### src/rtl/fir_pkg.sv
// Shared definitions for the FIR datapath blocks: divider FSM states and
// the operand widths that match the 8x8 multiplier.
`timescale 1ns/1ps
package fir_pkg;

    localparam int DIVIDEND_W_DEF = 16;
    localparam int DIVISOR_W_DEF  = 8;

    function automatic int cnt_width(input int w);
        return (w > 1) ? $clog2(w) : 1;
    endfunction

    localparam int CNT_W = cnt_width(DIVIDEND_W_DEF);

    typedef enum logic [1:0] {
        ST_IDLE = 2'd0,
        ST_CALC = 2'd1,
        ST_DONE = 2'd2
    } div_state_t;

endpackage

### src/rtl/div_16by8_seq_if.sv
// Request/result bundle of the sequential divider; master drives the
// operands and start, slave returns status and results.
`timescale 1ns/1ps
interface div_16by8_seq_if
    import fir_pkg::*;
#(
    parameter int DIVIDEND_W = DIVIDEND_W_DEF,
    parameter int DIVISOR_W  = DIVISOR_W_DEF
);

    logic                  start;
    logic [DIVIDEND_W-1:0] dividend;
    logic [DIVISOR_W-1:0]  divisor;
    logic                  busy;
    logic                  done;
    logic [DIVIDEND_W-1:0] quotient;
    logic [DIVISOR_W-1:0]  remainder;
    logic                  div_by_zero;

    modport master (
        output start, dividend, divisor,
        input  busy, done, quotient, remainder, div_by_zero
    );

    modport slave (
        input  start, dividend, divisor,
        output busy, done, quotient, remainder, div_by_zero
    );

endinterface

### src/rtl/div_16by8_seq_div_step.sv
// One restoring-division iteration: shift in a dividend bit, trial
// subtract the divisor, keep or restore, and emit the quotient bit.
`timescale 1ns/1ps
module div_step #(
    parameter int DIVISOR_W = 8
) (
    input  logic [DIVISOR_W-1:0] i_rem,
    input  logic                 i_bit,
    input  logic [DIVISOR_W-1:0] i_divisor,
    output logic [DIVISOR_W-1:0] o_rem,
    output logic                 o_q_bit
);

    logic [DIVISOR_W:0]   w_shifted;
    logic [DIVISOR_W+1:0] w_diff;
    logic                 w_unused_bit;

    assign w_shifted = {i_rem, i_bit};
    // One guard bit beyond the shifted remainder makes the sign of the trial
    // subtract explicit; the remainder itself never exceeds DIVISOR_W bits.
    assign w_diff    = {1'b0, w_shifted} - {2'b00, i_divisor};
    assign o_q_bit   = ~w_diff[DIVISOR_W+1];
    assign o_rem     = o_q_bit ? w_diff[DIVISOR_W-1:0] : w_shifted[DIVISOR_W-1:0];

    assign w_unused_bit = w_diff[DIVISOR_W];

endmodule

### src/rtl/div_16by8_seq.sv
// Sequential restoring divider, one quotient bit per clock, with a
// start/busy/done handshake and registered results.
`timescale 1ns/1ps
module div_16by8_seq
    import fir_pkg::*;
#(
    parameter int DIVIDEND_W = DIVIDEND_W_DEF,
    parameter int DIVISOR_W  = DIVISOR_W_DEF
) (
    input  logic clk,
    input  logic rst_n,
    div_16by8_seq_if.slave bus
);

    localparam int CW = cnt_width(DIVIDEND_W);

    div_state_t            r_state;
    div_state_t            w_state_next;
    logic                  w_accept;
    logic                  w_zero;
    logic                  w_last;

    logic [DIVIDEND_W-1:0] r_dvd;
    logic [DIVISOR_W-1:0]  r_dsr;
    logic [DIVISOR_W-1:0]  r_rem;
    logic [DIVIDEND_W-1:0] r_quot;
    logic [CW-1:0]         r_count;

    logic                  r_busy;
    logic                  r_done;
    logic                  r_dbz;
    logic [DIVIDEND_W-1:0] r_quotient;
    logic [DIVISOR_W-1:0]  r_remainder;

    logic [DIVISOR_W-1:0]  w_rem_next;
    logic                  w_q_bit;

    div_step #(
        .DIVISOR_W (DIVISOR_W)
    ) u_step (
        .i_rem     (r_rem),
        .i_bit     (r_dvd[DIVIDEND_W-1]),
        .i_divisor (r_dsr),
        .o_rem     (w_rem_next),
        .o_q_bit   (w_q_bit)
    );

    always_comb begin
        w_state_next = r_state;
        w_accept     = 1'b0;
        w_zero       = 1'b0;
        w_last       = 1'b0;
        case (r_state)
            ST_IDLE: begin
                if (bus.start) begin
                    if (bus.divisor == '0) begin
                        w_zero       = 1'b1;
                        w_state_next = ST_DONE;
                    end else begin
                        w_accept     = 1'b1;
                        w_state_next = ST_CALC;
                    end
                end
            end
            ST_CALC: begin
                if (r_count == '0) begin
                    w_last       = 1'b1;
                    w_state_next = ST_DONE;
                end
            end
            ST_DONE: w_state_next = ST_IDLE;
            default: w_state_next = ST_IDLE;
        endcase
    end

    always_ff @(posedge clk) begin
        if (!rst_n) begin
            r_state     <= ST_IDLE;
            r_dvd       <= '0;
            r_dsr       <= '0;
            r_rem       <= '0;
            r_quot      <= '0;
            r_count     <= '0;
            r_busy      <= 1'b0;
            r_done      <= 1'b0;
            r_dbz       <= 1'b0;
            r_quotient  <= '0;
            r_remainder <= '0;
        end else begin
            r_state <= w_state_next;
            // Status flags mirror the state being entered so they line up with it.
            r_busy  <= (w_state_next == ST_CALC);
            r_done  <= (w_state_next == ST_DONE);
            if (w_accept) begin
                r_dvd       <= bus.dividend;
                r_dsr       <= bus.divisor;
                r_rem       <= '0;
                r_quot      <= '0;
                r_count     <= CW'(DIVIDEND_W - 1);
                r_quotient  <= '0;
                r_remainder <= '0;
                r_dbz       <= 1'b0;
            end else if (w_zero) begin
                r_quotient  <= '1;
                r_remainder <= bus.dividend[DIVISOR_W-1:0];
                r_dbz       <= 1'b1;
            end else if (r_state == ST_CALC) begin
                r_dvd   <= {r_dvd[DIVIDEND_W-2:0], 1'b0};
                r_rem   <= w_rem_next;
                r_quot  <= {r_quot[DIVIDEND_W-2:0], w_q_bit};
                r_count <= r_count - CW'(1);
                if (w_last) begin
                    r_quotient  <= {r_quot[DIVIDEND_W-2:0], w_q_bit};
                    r_remainder <= w_rem_next;
                end
            end
        end
    end

    assign bus.busy        = r_busy;
    assign bus.done        = r_done;
    assign bus.quotient    = r_quotient;
    assign bus.remainder   = r_remainder;
    assign bus.div_by_zero = r_dbz;

endmodule

### src/flat_wrapper.sv
// flat-port wrapper written by rule: the top's interface ports become plain ports
module div_16by8_seq_flat import fir_pkg::*;
#(
    parameter int DIVIDEND_W = DIVIDEND_W_DEF,
    parameter int DIVISOR_W  = DIVISOR_W_DEF
)
  (clk, rst_n, bus_start, bus_dividend, bus_divisor, bus_busy, bus_done, bus_quotient, bus_remainder, bus_div_by_zero);
  div_16by8_seq_if #(.DIVIDEND_W(DIVIDEND_W), .DIVISOR_W(DIVISOR_W)) bus_i ();
  input  logic clk;
  input  logic rst_n;
  input wire logic [$bits(bus_i.start)-1:0] bus_start;
  input wire logic [$bits(bus_i.dividend)-1:0] bus_dividend;
  input wire logic [$bits(bus_i.divisor)-1:0] bus_divisor;
  output wire logic [$bits(bus_i.busy)-1:0] bus_busy;
  output wire logic [$bits(bus_i.done)-1:0] bus_done;
  output wire logic [$bits(bus_i.quotient)-1:0] bus_quotient;
  output wire logic [$bits(bus_i.remainder)-1:0] bus_remainder;
  output wire logic [$bits(bus_i.div_by_zero)-1:0] bus_div_by_zero;
  assign bus_i.start = bus_start;
  assign bus_i.dividend = bus_dividend;
  assign bus_i.divisor = bus_divisor;
  assign bus_busy = bus_i.busy;
  assign bus_done = bus_i.done;
  assign bus_quotient = bus_i.quotient;
  assign bus_remainder = bus_i.remainder;
  assign bus_div_by_zero = bus_i.div_by_zero;
  div_16by8_seq #(.DIVIDEND_W(DIVIDEND_W), .DIVISOR_W(DIVISOR_W)) u_core (.clk(clk), .rst_n(rst_n), .bus(bus_i));
endmodule
### config.mk
export PLATFORM = sky130hd
export DESIGN_NAME = div_16by8_seq_flat
export DESIGN_NICKNAME = d
export VERILOG_FILES = /design/src/rtl/fir_pkg.sv /design/src/rtl/div_16by8_seq_if.sv /design/src/rtl/div_16by8_seq_div_step.sv /design/src/rtl/div_16by8_seq.sv /design/src/flat_wrapper.sv
export SDC_FILE = /design/constraint.sdc
export NUM_CORES = 1
export LEC_CHECK = 0
export CORE_MARGIN = 4
export CORE_UTILIZATION = 30
export CTS_CLUSTER_DIAMETER = 30
export CTS_CLUSTER_SIZE = 24
export DETAILED_ROUTE_END_ITERATION = 8
export HOLD_SLACK_MARGIN = 0.08
export PLACE_DENSITY = 0.54
export SYNTH_ARGS = -nofsm -noshare
export SYNTH_HDL_FRONTEND = slang
export SYNTH_SLANG_ARGS = --single-unit
### constraint.sdc
create_clock -name clk -period 2.6 [get_ports clk]
set_input_delay 0.39 -clock clk [delete_from_list [all_inputs] [get_ports clk]]
set_output_delay 0.39 -clock clk [all_outputs]
set_load 0.02 [all_outputs]
==> results of run 1 <==
## repair_timing
item | CTS | global route
setup endpoints to repair | 0 | 8
buffers inserted | 0 | 2
resized for setup | 0 | 1
## layer usage
metal  global-route usage [%]  vias to the layer above
met5                        0                        -
met4                    4.128                        0
met3                    3.496                        8
met2                    22.89                       55
met1                    18.81                     1542
li1                         -                     1621
## worst max-delay path, cell delays in order, from the launching register on
cell      delay, ns
dfxtp_1        0.33
inv_1          0.05
ha_1           0.32
a21o_1         0.25
a211oi_2       0.28
o41a_1         0.34
buf_4          0.21
mux2_2         0.35
a21oi_1        0.13
## worst max-delay path by stage
stage	end	slack, ns	cells past startpoint
3_5_place_dp	u_core.r_dvd[15]	0.05	7
2_1_floorplan	u_core.bus.remainder[7]	0.42	9
6_report	u_core.bus.remainder[0]	0.26	8
3_3_place_gp	u_core.r_dvd[0]	0.07	7
5_1_grt	u_core.r_rem[2]	0.09	8
4_1_cts	u_core.bus.remainder[0]	0.09	8
## cells by family (layout without fill, tap and decap cells)
| logic type | Yosys count | after routing | synth area share (%) |
|---|---|---|---|
| and+or+nand+nor | 180 | 180 | 21.52 |
| buffers and inverters | 40 | 105 | 4.479 |
| muxes | 7 | 7 | 2.029 |
| DFF | 80 | 80 | 44.79 |
| xor gates and xnor gates | 6 | 6 | 1.470 |
| adders and majority gates | 10 | 10 | 3.709 |
| AOI/OAI and AO/OA | 112 | 112 | 22.01 |
## layout by cell type, fill, tap and decap left out, drive strengths merged, types with 4 or more instances in the layout
cell           count
dfxtp             80
mux2i              5
nand2            123
clkbuf            10
nor3               5
nor2              14
o211ai             7
nand3             18
a31oi             17
nor2b              5
inv               16
buf               23
a211oi             4
a21boi            12
clkdlybuf4s50     53
ha                 9
o211a             17
o21ai              9
a21oi             31
## power breakdown
part	internal [W]	switching, W
Combinational	0.000401	0.000461
Sequential	0.00133	0.0000649
Clock	0.000685	0.000531
Total	0.00241	0.00106
## Yosys cell counts (2+ instances only)
| library cell | n |
|---|---|
| o21a_1 | 3 |
| nand3_1 | 18 |
| xor2_1 | 3 |
| o211ai_1 | 7 |
| buf_2 | 2 |
| dfxtp_1 | 80 |
| a211oi_1 | 4 |
| o221a_2 | 2 |
| xnor2_1 | 3 |
| nor3b_1 | 2 |
| nand2_1 | 123 |
| o211a_1 | 17 |
| a21boi_0 | 12 |
| nand2b_1 | 3 |
| o21ai_0 | 8 |
| nor3_1 | 5 |
| nor2b_1 | 5 |
| or4_1 | 3 |
| mux2_2 | 2 |
| nor2_2 | 2 |
| or3_1 | 2 |
| mux2i_1 | 5 |
| a21oi_1 | 31 |
| inv_1 | 13 |
| clkbuf_1 | 23 |
| a31oi_1 | 17 |
| nor2_1 | 12 |
| ha_1 | 9 |
## flip-flops by register name (all words and copies together) (netlist names), 2 cells and up
register,count
u_core.bus.remainder,8
u_core.r_state,2
u_core.r_rem,8
u_core.r_dvd,16
u_core.r_quot,15
u_core.r_dsr,8
u_core.bus.quotient,16
u_core.r_count,4
## layout make-up
cell class / instances / share of cell area, %
timing repair buffer: 76 / 15.37
tap: 143 / 3.843
inverter: 13 / 1.048
clock buffer: 10 / 5.133
sequential: 80 / 34.40
clock inverter: 6 / 1.048
multi-input combinational: 315 / 39.16
## per-stage QoR
stage | cell area (µm²) | utilization [%]
floorplan | 3576 | -
global placement | 4348 | 37.60
finish | 4656 | 40.26
detailed placement | 4348 | 37.60
CTS | 4636 | 40.08
global route | 4656 | 40.26
==> flow_summary_export.csv, run 1 <==
group,metric,value,unit
cells_and_area,fin_cells,643,
yosys,async_flop_share,0,%
route,dr.first_iter.drc_count,141,
worst_hold_path,hp-start,"u_core.r_quot[14]",
grt,grt_antenna_before_repair,0,
grt,grt_max_degree,34,
run,maxCapViolations,0,
route,dr_wl_met2,4365,µm
pwr,p_total,0.003471,W
pwr,leakagePower,1.864,nW
die,die_h,117.2,µm
clock_network,cts_root_buf,"clkbuf_16",
sta,fin_skew,0.008460,ns
sta,fmax,0.4266,GHz
cells_and_area,drive_above_1_share,10.20,%
sta,fin_tns_setup,0,ns
place,hpwl,6706,µm
route,via_count,3226,
place,io_buffers,53,
cells_and_area,nFillCells,1161,
yosys,ys_warn_count,0,
route,top_layer_used,"met4",
place,placement.setup.worst_slack,0.05132,ns
clock_network,cts_tree,"yes",
route,routed_wl,9163,µm
setup_path,critPathKind,"reg2reg",
cells_and_area,nets,532,
pwr,ir_drop,0.2637,mV
setup_path,rrSetupSlack,0.26,ns
setup_path,end_kind,"flip-flop",
setup_path,crit_start,"u_core.r_dsr[6]",
cells_and_area,syn2layout_area_growth,30.20,%
sta,holdWs,0.4573,ns
die,core,0.01156,mm²
yosys,synth_area_leader_cell,"dfxtp_1",
setup_path,critical_path_required,2.87,ns
route,drc,0,
route,wl_met3,322,µm
worst_hold_path,holdPathEnd,"u_core.r_quot[14]",
grt,grt_pass1_wl,15310,µm
sta,maxSlewViolCount,0,
cells_and_area,regArea,0.001602,mm²
grt,grt_pass1_vias,3142,
place,placed_cells,625,
setup_path,rr_endpoint,"u_core.bus.remainder[0]",
route,drtPass1Iterations,4,
die,boundaryPins,54,
route,avgRoutedWirePerCell,14.25,µm
yosys,synth_top_area_share,44.79,%
sta,setup_slack,0.2561,ns
yosys,synth_enable_flop_cells,0,
setup_path,worst_ep_arrival_time,2.61,ns
yosys,synth_seq_cells,80,
yosys,syn_area,0.003576,mm²
yosys,ys_top_cells_by_area,"dfxtp_1 (45%), nand2_1 (13%), o211a_1 (4.8%)",
yosys,synth_flop_cell,"dfxtp_1",
route,wl_met1,4362,µm
setup_path,r2r_start,"u_core.r_dsr[6]",
sta,grt_setup_unrepaired,"no",
clock_network,numCtsBuffers,9,
route,viasPerCell,5.017,
clock_network,cts_hold_buf,0,
clock_network,cts.sinks,80,
pwr,powerDensity,745.5,mW/mm²
sta,setup_viol,0,
die,rows,39,
yosys,synth-seq-area-share,44.79,%
setup_path,reg2reg_depth,8,
cells_and_area,diodes,0,
grt,grtUsageTotal,14.18,%
yosys,postSynthCellCount,435,
clock_network,clk_pin_slew_worst_paths,0.06,ns
clock_network,clk_latency,0.33,ns
sta,post-route-period-util,90.15,%
yosys,syn_nets,472,
worst_hold_path,hold_depth,2,
cells_and_area,multiInputGateArea,0.001823,mm²
status,status,"finished, final reports clean",
worst_hold_path,hold_class,"reg2reg",
sta,hold_viol,0,
clock_network,htree_levels,3,
sta,relSlewSlack,24.88,%
die,initial_core_util,30.92,%
die,die_width,117.2,µm
yosys,postSynthAreaPerCell,8.221,µm²
die,dieArea,0.01373,mm²
place,place_congestion,0.7555,
yosys,synth.distinct_cells,47,
clock_network,clockBufferDepth,2,
setup_path,cp_max_fo,7,
sta,period_needed,2.344,ns
grt,overflow,0,
setup_path,cp-start-kind,"flip-flop",
sta,worstMarginPinSlew,1.123,ns
route,ant_nets,0,
Note: power is estimated with default switching activity, not from simulation.
==> run 2: changes to the inputs <==
--- a/config.mk
+++ b/config.mk
@@ -5,6 +5,7 @@
 export SDC_FILE = /design/constraint.sdc
 export NUM_CORES = 1
 export LEC_CHECK = 0
+export CAP_MARGIN = 20
 export CORE_MARGIN = 4
 export CORE_UTILIZATION = 30
 export CTS_CLUSTER_DIAMETER = 30
==> run 2 against run 1 <==
Net effect: first-iteration DRC count up 4.3%; sequential power about the same; die area unchanged; critical path depth unchanged; critical path type unchanged; critical endpoint unchanged; largest power group unchanged; utilization up 0.097 points; highest routed layer unchanged; count of clock-buffer cells in the layout unchanged; largest cell class unchanged; clock skew about the same; clock power about the same; register-to-register slack about the same.
==> flow_summary_export.csv, run 2 (same netlist as run 1, synthesis figures left out) <==
group,metric,value,unit
setup_path,r2r_start,"u_core.r_dsr[6]",
place,hpwl,6706,µm
sta,fin_skew,0.008875,ns
route,avgRoutedWirePerCell,14.36,µm
pwr,p_total,0.003476,W
clock_network,cts_hold_buf,0,
clock_network,cts.sinks,80,
route,viasPerCell,5.059,
pwr,clkPwrFrac,35.0,%
sta,setup_viol,0,
clock_network,clk_pin_slew_worst_paths,0.06,ns
setup_path,cp-start-kind,"flip-flop",
setup_path,critical_path_required,2.87,ns
die,dieArea,0.01373,mm²
cells_and_area,drive_above_1_share,10.38,%
cells_and_area,mostFrequentLayoutCells,"nand2_1 (123), dfxtp_1 (80), clkdlybuf4s50_1 (53), a21oi_1 (30), buf_4 (22)",
clock_network,htree_levels,3,
sta,grt_setup_unrepaired,"no",
route,drtPass1Iterations,4,
die,die_h,117.2,µm
cells_and_area,final_common_cell,"nand2_1",
sta,fmax,0.4268,GHz
worst_hold_path,hp-start,"u_core.r_quot[14]",
pwr,leakagePower,1.870,nW
setup_path,cp_max_fo,7,
pwr,power.switching,0.001059,W
setup_path,critPathKind,"reg2reg",
die,initial_core_util,30.92,%
cells_and_area,nFillCells,1160,
clock_network,cts_tree,"yes",
sta,worstMarginPinSlew,0.4931,ns
cells_and_area,nets,533,
sta,relSlewSlack,66.71,%
status,status,"finished, final reports clean",
pwr,p_sw_share,30.47,%
place,io_buffers,53,
setup_path,end_kind,"flip-flop",
cells_and_area,diodes,0,
route,ant_nets,0,
pwr,p_int,0.002417,W
clock_network,cts_root_buf,"clkbuf_16",
grt,grt_pass1_vias,3142,
place,placement.setup.worst_slack,0.05132,ns
die,die_width,117.2,µm
die,core,0.01156,mm²
sta,fin_tns_setup,0,ns
clock_network,numCtsBuffers,9,
pwr,powerDensity,744.9,mW/mm²
setup_path,crit_start,"u_core.r_dsr[6]",
cells_and_area,final_util,40.35,%
run,maxCapViolations,0,
die,boundaryPins,54,
grt,overflow,0,
sta,setup_slack,0.2571,ns
clock_network,clockBufferDepth,2,
worst_hold_path,hold_class,"reg2reg",
route,routed_wl,9249,µm
sta,hold_viol,0,
sta,post-route-period-util,90.11,%
cells_and_area,fin_cells,644,
grt,grt_max_degree,34,
pwr,ir_drop,0.2655,mV
grt,grtUsageTotal,14.18,%
route,via_count,3258,
route,dr.first_iter.drc_count,147,
place,place_congestion,0.7555,
cells_and_area,syn2layout_area_growth,30.51,%
route,drc,0,
place,placed_cells,625,
sta,period_needed,2.343,ns
setup_path,worst_ep_arrival_time,2.61,ns
clock_network,clk_latency,0.33,ns
die,rows,39,
pwr,combPwrFrac,24.9,%
grt,grt_antenna_before_repair,0,
sta,maxSlewViolCount,0,
pwr,seq_power_share,40.1,%
grt,grt_pass1_wl,15310,µm
## run 2: cell count changes in the layout (fill, tap and decap cells not counted), sizes merged
cell,change
buf,+1
## run 2: per-stage QoR
step | instance area [µm²] | hold slack, ns
after floorplan | 3576 | 0.4363
after global placement | 4348 | 0.4444
after detailed placement | 4348 | 0.4479
after CTS | 4636 | 0.4570
after global routing | 4667 | 0.4861
final | 4667 | 0.4574
## run 2: layout make-up
cell class / instances / area [µm²] / area share, %
Timing Repair Buffer: 77 / 726.9 / 15.58
Tap cell: 143 / 178.9 / 3.834
Multi-Input combinational cell: 315 / 1823 / 39.06
Sequential cell: 80 / 1602 / 34.32
Clock buffer: 10 / 239.0 / 5.121
Clock inverter: 6 / 48.80 / 1.046
Inverter: 13 / 48.80 / 1.046
## run 2: final timing paths
check,endpoint,slack [ns],depth (start not counted)
min,u_core.r_quot[14],0.46,2
max,u_core.bus.remainder[0],0.26,8
max reg2reg,u_core.bus.remainder[0],0.26,8
min reg2reg,u_core.r_quot[14],0.46,2
## run 2: what timing repair did
action / in CTS / in global routing
setup endpoints to repair: 0 / 8
setup buffers: 0 / 2
gates resized for setup: 0 / 1
## run 2: power groups by stage
stage          Combinational (W)  Clock [W]  Sequential (W)
2_1_floorplan           0.000498          0         0.00145
3_3_place_gp            0.000830          0         0.00142
3_5_place_dp            0.000843          0         0.00142
4_1_cts                 0.000847    0.00126         0.00139
5_1_grt                 0.000954    0.00131         0.00141
6_report                0.000867    0.00122         0.00139
## run 2: layer usage
metal,up-vias,GRT usage [%],routed length [µm]
met5,-,0,0
met4,0,4.128,113
met3,8,3.496,455
met2,90,22.89,4362
met1,1535,18.81,4318
li1,1625,-,-
## run 2: critical path, stage by stage (launching register included)
cell and delay, ns:
dfxtp_1 0.33, inv_1 0.05, ha_1 0.32, a21o_1 0.25
a211oi_2 0.28, o41a_1 0.34, buf_4 0.21, mux2_2 0.35
a21oi_1 0.13
